File: src/rtl/pong_engine.sv
// Pong game core: serve/play/over FSM, once-per-tick ball and paddle motion,
// wall bounces, paddle hits, misses and scoring. All outputs are registered.
module pong_engine #(
    parameter int TICK_DIV    = 1000000,
    parameter int SERVE_TICKS = 16,
    parameter int PADDLE_H    = 8,
    parameter int WIN_SCORE   = 7
) (
    input  logic       clk,
    input  logic       rst,
    input  logic       start,
    input  logic       p1_up,
    input  logic       p1_dn,
    input  logic       p2_up,
    input  logic       p2_dn,
    output logic [5:0] bx,
    output logic [5:0] by,
    output logic [5:0] p1y,
    output logic [5:0] p2y,
    output logic [2:0] sc1,
    output logic [2:0] sc2,
    output logic       serving,
    output logic       game_over,
    output logic       tick
);

    localparam int CW = (TICK_DIV > 1) ? $clog2(TICK_DIV) : 1;
    localparam int SW = (SERVE_TICKS > 1) ? $clog2(SERVE_TICKS) : 1;
    localparam logic [CW-1:0] CNT_LAST   = CW'(TICK_DIV - 1);
    localparam logic [SW-1:0] SERVE_LAST = SW'(SERVE_TICKS - 1);
    localparam logic [5:0]    P_MAX      = 6'(64 - PADDLE_H);
    localparam logic [6:0]    SPAN       = 7'(PADDLE_H - 1);
    localparam logic [5:0]    CENTER     = 6'd31;
    localparam logic [5:0]    P_HOME     = 6'd28;
    localparam logic [2:0]    WIN        = 3'(WIN_SCORE);

    typedef enum logic [1:0] {IDLE, SERVE, PLAY, OVER} state_t;

    state_t        state, state_nxt;
    logic [CW-1:0] cnt, cnt_nxt;
    logic [SW-1:0] serve_cnt, serve_cnt_nxt;
    // Direction bits: 1 means +1 (right / down), 0 means -1.
    logic          dx, dy, dx_nxt, dy_nxt;
    logic [5:0]    bx_nxt, by_nxt, p1y_nxt, p2y_nxt;
    logic [2:0]    sc1_nxt, sc2_nxt;

    function automatic logic [5:0] move_paddle(input logic [5:0] p, input logic up,
                                               input logic dn);
        logic [5:0] r;
        r = p;
        if (up && !dn && p != 6'd0)
            r = p - 6'd1;
        else if (dn && !up && p < P_MAX)
            r = p + 6'd1;
        return r;
    endfunction

    function automatic logic in_span(input logic [5:0] row, input logic [5:0] top);
        return ({1'b0, row} >= {1'b0, top}) && ({1'b0, row} <= ({1'b0, top} + SPAN));
    endfunction

    assign cnt_nxt = (cnt == CNT_LAST) ? '0 : cnt + CW'(1);

    always_ff @(posedge clk or posedge rst) begin
        if (rst) begin
            cnt       <= '0;
            tick      <= 1'b0;
            state     <= IDLE;
            serve_cnt <= '0;
            bx        <= CENTER;
            by        <= CENTER;
            p1y       <= P_HOME;
            p2y       <= P_HOME;
            sc1       <= 3'd0;
            sc2       <= 3'd0;
            dx        <= 1'b1;
            dy        <= 1'b1;
            serving   <= 1'b0;
            game_over <= 1'b0;
        end else begin
            cnt       <= cnt_nxt;
            tick      <= (cnt_nxt == CNT_LAST);
            state     <= state_nxt;
            serve_cnt <= serve_cnt_nxt;
            bx        <= bx_nxt;
            by        <= by_nxt;
            p1y       <= p1y_nxt;
            p2y       <= p2y_nxt;
            sc1       <= sc1_nxt;
            sc2       <= sc2_nxt;
            dx        <= dx_nxt;
            dy        <= dy_nxt;
            serving   <= (state_nxt == SERVE);
            game_over <= (state_nxt == OVER);
        end
    end

    always_comb begin
        state_nxt     = state;
        serve_cnt_nxt = serve_cnt;
        bx_nxt        = bx;
        by_nxt        = by;
        p1y_nxt       = p1y;
        p2y_nxt       = p2y;
        sc1_nxt       = sc1;
        sc2_nxt       = sc2;
        dx_nxt        = dx;
        dy_nxt        = dy;

        case (state)
            IDLE, OVER: begin
                // A restart from OVER keeps the paddles where they were.
                if (start) begin
                    state_nxt     = SERVE;
                    serve_cnt_nxt = '0;
                    bx_nxt        = CENTER;
                    by_nxt        = CENTER;
                    sc1_nxt       = 3'd0;
                    sc2_nxt       = 3'd0;
                    dx_nxt        = 1'b1;
                    dy_nxt        = 1'b1;
                end
            end
            SERVE: begin
                if (tick) begin
                    p1y_nxt = move_paddle(p1y, p1_up, p1_dn);
                    p2y_nxt = move_paddle(p2y, p2_up, p2_dn);
                    if (serve_cnt == SERVE_LAST) begin
                        state_nxt     = PLAY;
                        serve_cnt_nxt = '0;
                    end else begin
                        serve_cnt_nxt = serve_cnt + SW'(1);
                    end
                end
            end
            PLAY: begin
                if (tick) begin
                    p1y_nxt = move_paddle(p1y, p1_up, p1_dn);
                    p2y_nxt = move_paddle(p2y, p2_up, p2_dn);
                    if (!dx && bx == 6'd0) begin
                        sc2_nxt = sc2 + 3'd1;
                        if (sc2_nxt == WIN) begin
                            state_nxt = OVER;
                        end else begin
                            state_nxt     = SERVE;
                            serve_cnt_nxt = '0;
                            bx_nxt        = CENTER;
                            by_nxt        = CENTER;
                            dx_nxt        = 1'b0;
                        end
                    end else if (dx && bx == 6'd63) begin
                        sc1_nxt = sc1 + 3'd1;
                        if (sc1_nxt == WIN) begin
                            state_nxt = OVER;
                        end else begin
                            state_nxt     = SERVE;
                            serve_cnt_nxt = '0;
                            bx_nxt        = CENTER;
                            by_nxt        = CENTER;
                            dx_nxt        = 1'b1;
                        end
                    end else begin
                        if (!dx && bx == 6'd2 && in_span(by, p1y)) begin
                            dx_nxt = 1'b1;
                            bx_nxt = 6'd3;
                        end else if (dx && bx == 6'd61 && in_span(by, p2y)) begin
                            dx_nxt = 1'b0;
                            bx_nxt = 6'd60;
                        end else begin
                            bx_nxt = dx ? bx + 6'd1 : bx - 6'd1;
                        end

                        if (!dy && by == 6'd0) begin
                            dy_nxt = 1'b1;
                            by_nxt = 6'd1;
                        end else if (dy && by == 6'd63) begin
                            dy_nxt = 1'b0;
                            by_nxt = 6'd62;
                        end else begin
                            by_nxt = dy ? by + 6'd1 : by - 6'd1;
                        end
                    end
                end
            end
            default: state_nxt = IDLE;
        endcase
    end

endmodule
File: config.mk
export PLATFORM = sky130hd
export DESIGN_NAME = pong_engine
export DESIGN_NICKNAME = d
export VERILOG_FILES = /design/src/rtl/pong_engine.sv
export SDC_FILE = /design/constraint.sdc
export NUM_CORES = 1
export LEC_CHECK = 0
export ABC_AREA = 1
export BUFFER_PORTS_ARGS = -buffer_cell sky130_fd_sc_hd__buf_2
export CORE_ASPECT_RATIO = 0.9
export CORE_UTILIZATION = 60
export DETAILED_ROUTE_END_ITERATION = 6
export MAX_ROUTING_LAYER = met4
export PLACE_DENSITY = 0.8
export SLEW_MARGIN = 20
export SYNTH_ARGS = -nofsm -noshare
export SYNTH_HDL_FRONTEND = slang
export SYNTH_SLANG_ARGS = --single-unit
File: constraint.sdc
create_clock -name clk -period 6.65 [get_ports clk]
set_input_delay 0.9975 -clock clk [delete_from_list [all_inputs] [get_ports clk]]
set_output_delay 0.9975 -clock clk [all_outputs]
set_load 0.005 [all_outputs]
-- Yosys cells after proc, flatten, opt, wreduce, memory -nomap -nowiden
Index checks and enable logic that the tools add are counted.
Widths: inputs -> output; s select.
- bits of input ports: 7
- logic and storage cells: 166
- register bits after elaboration: 61
- output and inout port bits: 33
- magnitude comparators: 6
- reduce and logical (&&, ||, !) cells: 42
- eq/ne operators: 27
- multiplexer cells: 63
- add/subtract/negate cells: 14
- operators by type and width (kind ; number):
    $mux 6 ; 19
    $eq 20x20->1 const B ; 2
    $mux 4 ; 8
    $add 6x1->6 const B ; 4
    $pmux 6 s2 ; 2
    $sub 6x1->6 const B ; 4
    $add 20x1->20 const B ; 1
    $mux 20 ; 1
    $eq 6x6->1 const B ; 3
    $logic_and 1x1->1 ; 18
    $mux 3 ; 6
    $reduce_and 6->1 ; 3
    $mux 2 ; 8
    $add 6x3->7 const B ; 2
    $le 6x7->1 ; 2
    $ne 2x2->1 const B ; 7
    $mux 1 ; 13
    $ge 6x6->1 ; 2
    $logic_not 6->1 ; 2
    $lt 6x6->1 const B ; 2
    $ne 3x3->1 const B ; 4
    $pmux 3 s2 ; 2
    $pmux 4 s3 ; 1
    $reduce_bool 6->1 ; 2
    18 further kinds ; 34

-- Depth between registers and ports, before layout
- depth after elaboration: 10
- gate-level depth with buffers: 17
- gate-level depth less buffers: 17

-- Worst setup path after synthesis
Ideal clock, no wire load.
- path type: flip-flop to flip-flop
- from: register p2y[0]
- to: register p2y[5]
- clock period less this slack: 2.467 ns
- slack: 4.183 ns
- buffers on the path: 0
- arrival: 2.346 ns
- required time: 6.529 ns
- cell stages (with the launch flop): 17
- library setup time: 0.121 ns
- cells stage by stage: dfrtp_1 -> inv_1 -> ha_1 -> inv_1 -> nor2_1 -> nand4_1 -> nand3_1 -> inv_1 -> ha_1 -> nand3_1 -> nand3_1 -> nand2_1 -> nand2_1 -> a21oi_1 -> a21oi_1 -> o211ai_1 -> nand2_1
- longest elaborated chain between the ends: 4
- elaborated cells on any way between the ends: 10
- classes of those cells: 2 x add/sub; 1 x order compare; 2 x mux; 5 x reduce/logical
- ends and longest elaborated chain (what ; RTL line ; text):
    start: declaration ; 19 ; output logic [5:0] p2y,
    start signal: assignment ; 88 ; p2y <= p2y_nxt;
    $lt 6x6->1 or $reduce_bool 6->1 (tied branches) ; 53, 51 ;
    $logic_and 1x1->1, on equally long branches ; 53, 51 ;
    $reduce_bool 2->1 (no source line) ; -- ;
    $reduce_and 3->1 (no source line) ; -- ;
Several ways; a longest one is shown, not always the timed one. The select of a mux whose other input is x is not followed.
A chain may end at the register's enable or synchronous reset.

-- Worst setup path in the final report
Ends and elaborated chain as after synthesis.

==> impl_metrics.ini <==
[run_status]
status = completed

[cells_and_area]
fin_nets = 775
n_fill_cell = 670
drive_gt1_share_pct = 13.9
antenna_cells = 0
syn_to_final_growth_pct = 9.54

[placed_design]
place.port_buffers = 39
gp_congestion = 0.928
dp_hpwl_mm = 8.56

[synth]
ys_types = 49
yosys_warnings = 0
ys_top_cells_by_count = nand2_1, inv_1, nor2_1
yosysTopAreaCell = dfrtp_1
synth_most_common_cell = nand2_1
synth-edff-count = 0
synth_area_um2 = 4890
synth-seq-cells = 61
syn_area_per_cell_um2 = 7.35
synth_cells = 666
yosys.area.top_type_share_pct = 22.0
synth_area_leaders = dfrtp_1, ha_1, nand2_1
syn_nets = 727
ys_seq_area_share_pct = 31.7
synthArstFlopShare_pct = 100
synthFlopType = dfrtp_1

[worst_setup_path]
crit_fanout = 6
slowest_stage = dfrtp_1
cp_cell_sequence = inv_1, ha_1, inv_1, nor2_1, nand4_1, nand3_1, inv_1, ha_1, nand3_1, nand3_1, nand2_1, nand2_1, a21oi_1, a21oi_1, o211ai_1, nand2_1
critPathKind = flip-flop to flip-flop
r2r_cells = 16
setup.worst_path.end_class = flip-flop
critical_path_depth = 16
startpoint_type = flip-flop
critical_path.top_delay_family = simple AND/OR/NAND/NOR gates
worst-endpoint-arrival_ns = 3.06
path_buf_inv = 3
slowest_delay_ns = 0.41
required_ns = 6.89

[sta]
tightest_slew_ns = 0.766
maxSlewViolCount = 0
fmax_ghz = 0.354
period_needed_ns = 2.82
period_share_pct = 42.5
clock_skew_ns = 0.0102
final-hold-violation-count = 0
holdWs_ns = 0.497
setup_viol = 0
rsz0062_at_grt = no
finalSetupTns_ns = 0
relSlewSlack_pct = 49.0

[clock_tree]
cts_setup_buffers = 0
tritoncts.num_buffers = 9
postCtsHoldBufs = 0
cts_resized = 0
cts_num_sinks = 61
root_buffer = clkbuf_8
clkLatencyLatePin_ns = 0.34
htree_levels = 3
cts_tree = done
clk_path_buf_depth = 2
cts.clk_slew.worst_paths_ns = 0.08

[drt]
vias = 4478
routed_wl_mm = 11.2
wl_per_cell_um = 13.8
dr.first_iter.drc_count = 290
drt-pass1-iter-count = 5
detail-route-antenna-nets = 0
drt-vias-per-instance = 5.49
drc = 0

[run]
maxCapViolCount = 0

[pwr]
ir_drop_uv = 90.1
power_density_nw_per_um2 = 130
leakage_uw = 0.00283

[grt]
grt_pass1_wl_mm = 19.0
grtUsageTotal_pct = 28.6
grt_max_degree = 62
overflow = 0
antenna_found_initial = 0
first_global_vias = 4147

[floorplan]
dieWidth_um = 97.2
pin_count = 40
rows = 30
initial_core_util_pct = 63.3
core_um2 = 7730
die_h_um = 87.7
dieArea_um2 = 8520

[hold_path]
hold_path.class = flip-flop to flip-flop
hold_depth = 2
-- stage by stage --
stage	utilization, %	cell area (um^2)	cells	power (uW)	setup slack [ns]
2_1_floorplan	-	4890	666	394	4.17
3_3_place_gp	67.0	5180	799	400	3.99
3_5_place_dp	67.0	5180	799	401	3.86
4_1_cts	69.3	5360	815	706	3.86
5_1_grt	69.3	5360	815	720	3.56
6_report	69.3	5360	815	697	3.83
-- final timing paths --
check | from | to | slack [ns]
max | p2y[0] | p2y[5] | 3.83
min | dy | dy | 0.50
max reg2reg | p2y[0] | p2y[5] | 3.83
min reg2reg | dy | dy | 0.50
max in group asynchronous | rst | sc2[2] | 5.28
min in group asynchronous | rst | p1y[5] | 0.87
-- sequential cells by signal, indices dropped and copies added, names as in the netlist, 3 cells and up --
name / cells
p2y: 6
sc2: 3
cnt: 20
bx: 6
p1y: 6
sc1: 3
serve_cnt: 4
by: 6
-- worst reg2reg max path: stages, from the launching register on --
cell and delay (ns):
dfrtp_1 0.41, inv_1 0.20, ha_1 0.21, inv_1 0.04
nor2_1 0.18, nand4_1 0.11, nand3_1 0.21, inv_1 0.14
ha_1 0.36, nand3_1 0.13, nand3_1 0.08, nand2_1 0.09
nand2_1 0.05, a21oi_1 0.23, a21oi_1 0.13, o211ai_1 0.10
nand2_1 0.07
-- cells in the final DEF, fill, tap and decap left out, drive strengths merged, types with 3 or more instances in the layout --
master    Yosys  final
buf           3     40
nor3          6      6
nand2       158    158
nor2         81     81
nand4        14     14
inv         100    101
a21o          3      3
o21ai        44     44
dfstp        18     18
a31oi         5      5
or2           5      5
o211ai        3      3
clkinv        1      3
clkbuf        0     10
nand3        59     59
xor2         19     19
a21oi        24     24
dfrtp        43     43
fa            4      4
clkinvlp      0      3
xnor2         6      6
ha           50     50
-- routing by layer --
layer	part of all wire, %	GRT usage [%]	up-vias	wire length (um)
li1	-	-	2287	-
met1	49	38.6	2049	5490
met2	45	44.9	131	5060
met3	5.0	4.39	11	560
met4	1.1	8.68	0	127
met5	0	-	-	0
-- final cells by class --
cell class,instances,area [um^2],area share [%]
clock buffers,10,128,2.38
well taps,96,120,2.24
repair buffers,40,203,3.78
multi-input cells,501,2930,54.6
clock inverters,6,48.8,0.910
flip-flops and latches,61,1550,28.9
inverters,101,383,7.14
-- cell families after synthesis --
family | after synthesis | share of synthesized area, %
AND/OR/NAND/NOR | 330 | 29.8
buffers and inverters | 104 | 8.49
AO/OA/AOI/OAI | 92 | 11.1
flip-flops | 61 | 31.7
adder cells (fa/ha/maj) | 54 | 14.4
XOR/XNOR | 25 | 4.47
-- report_power, final --
group	internal [uW]	switching (uW)
clock network	138	165
logic	7.17	16.0
registers	371	0
total	516	180
No activity file was read; power rests on OpenSTA's default activity.
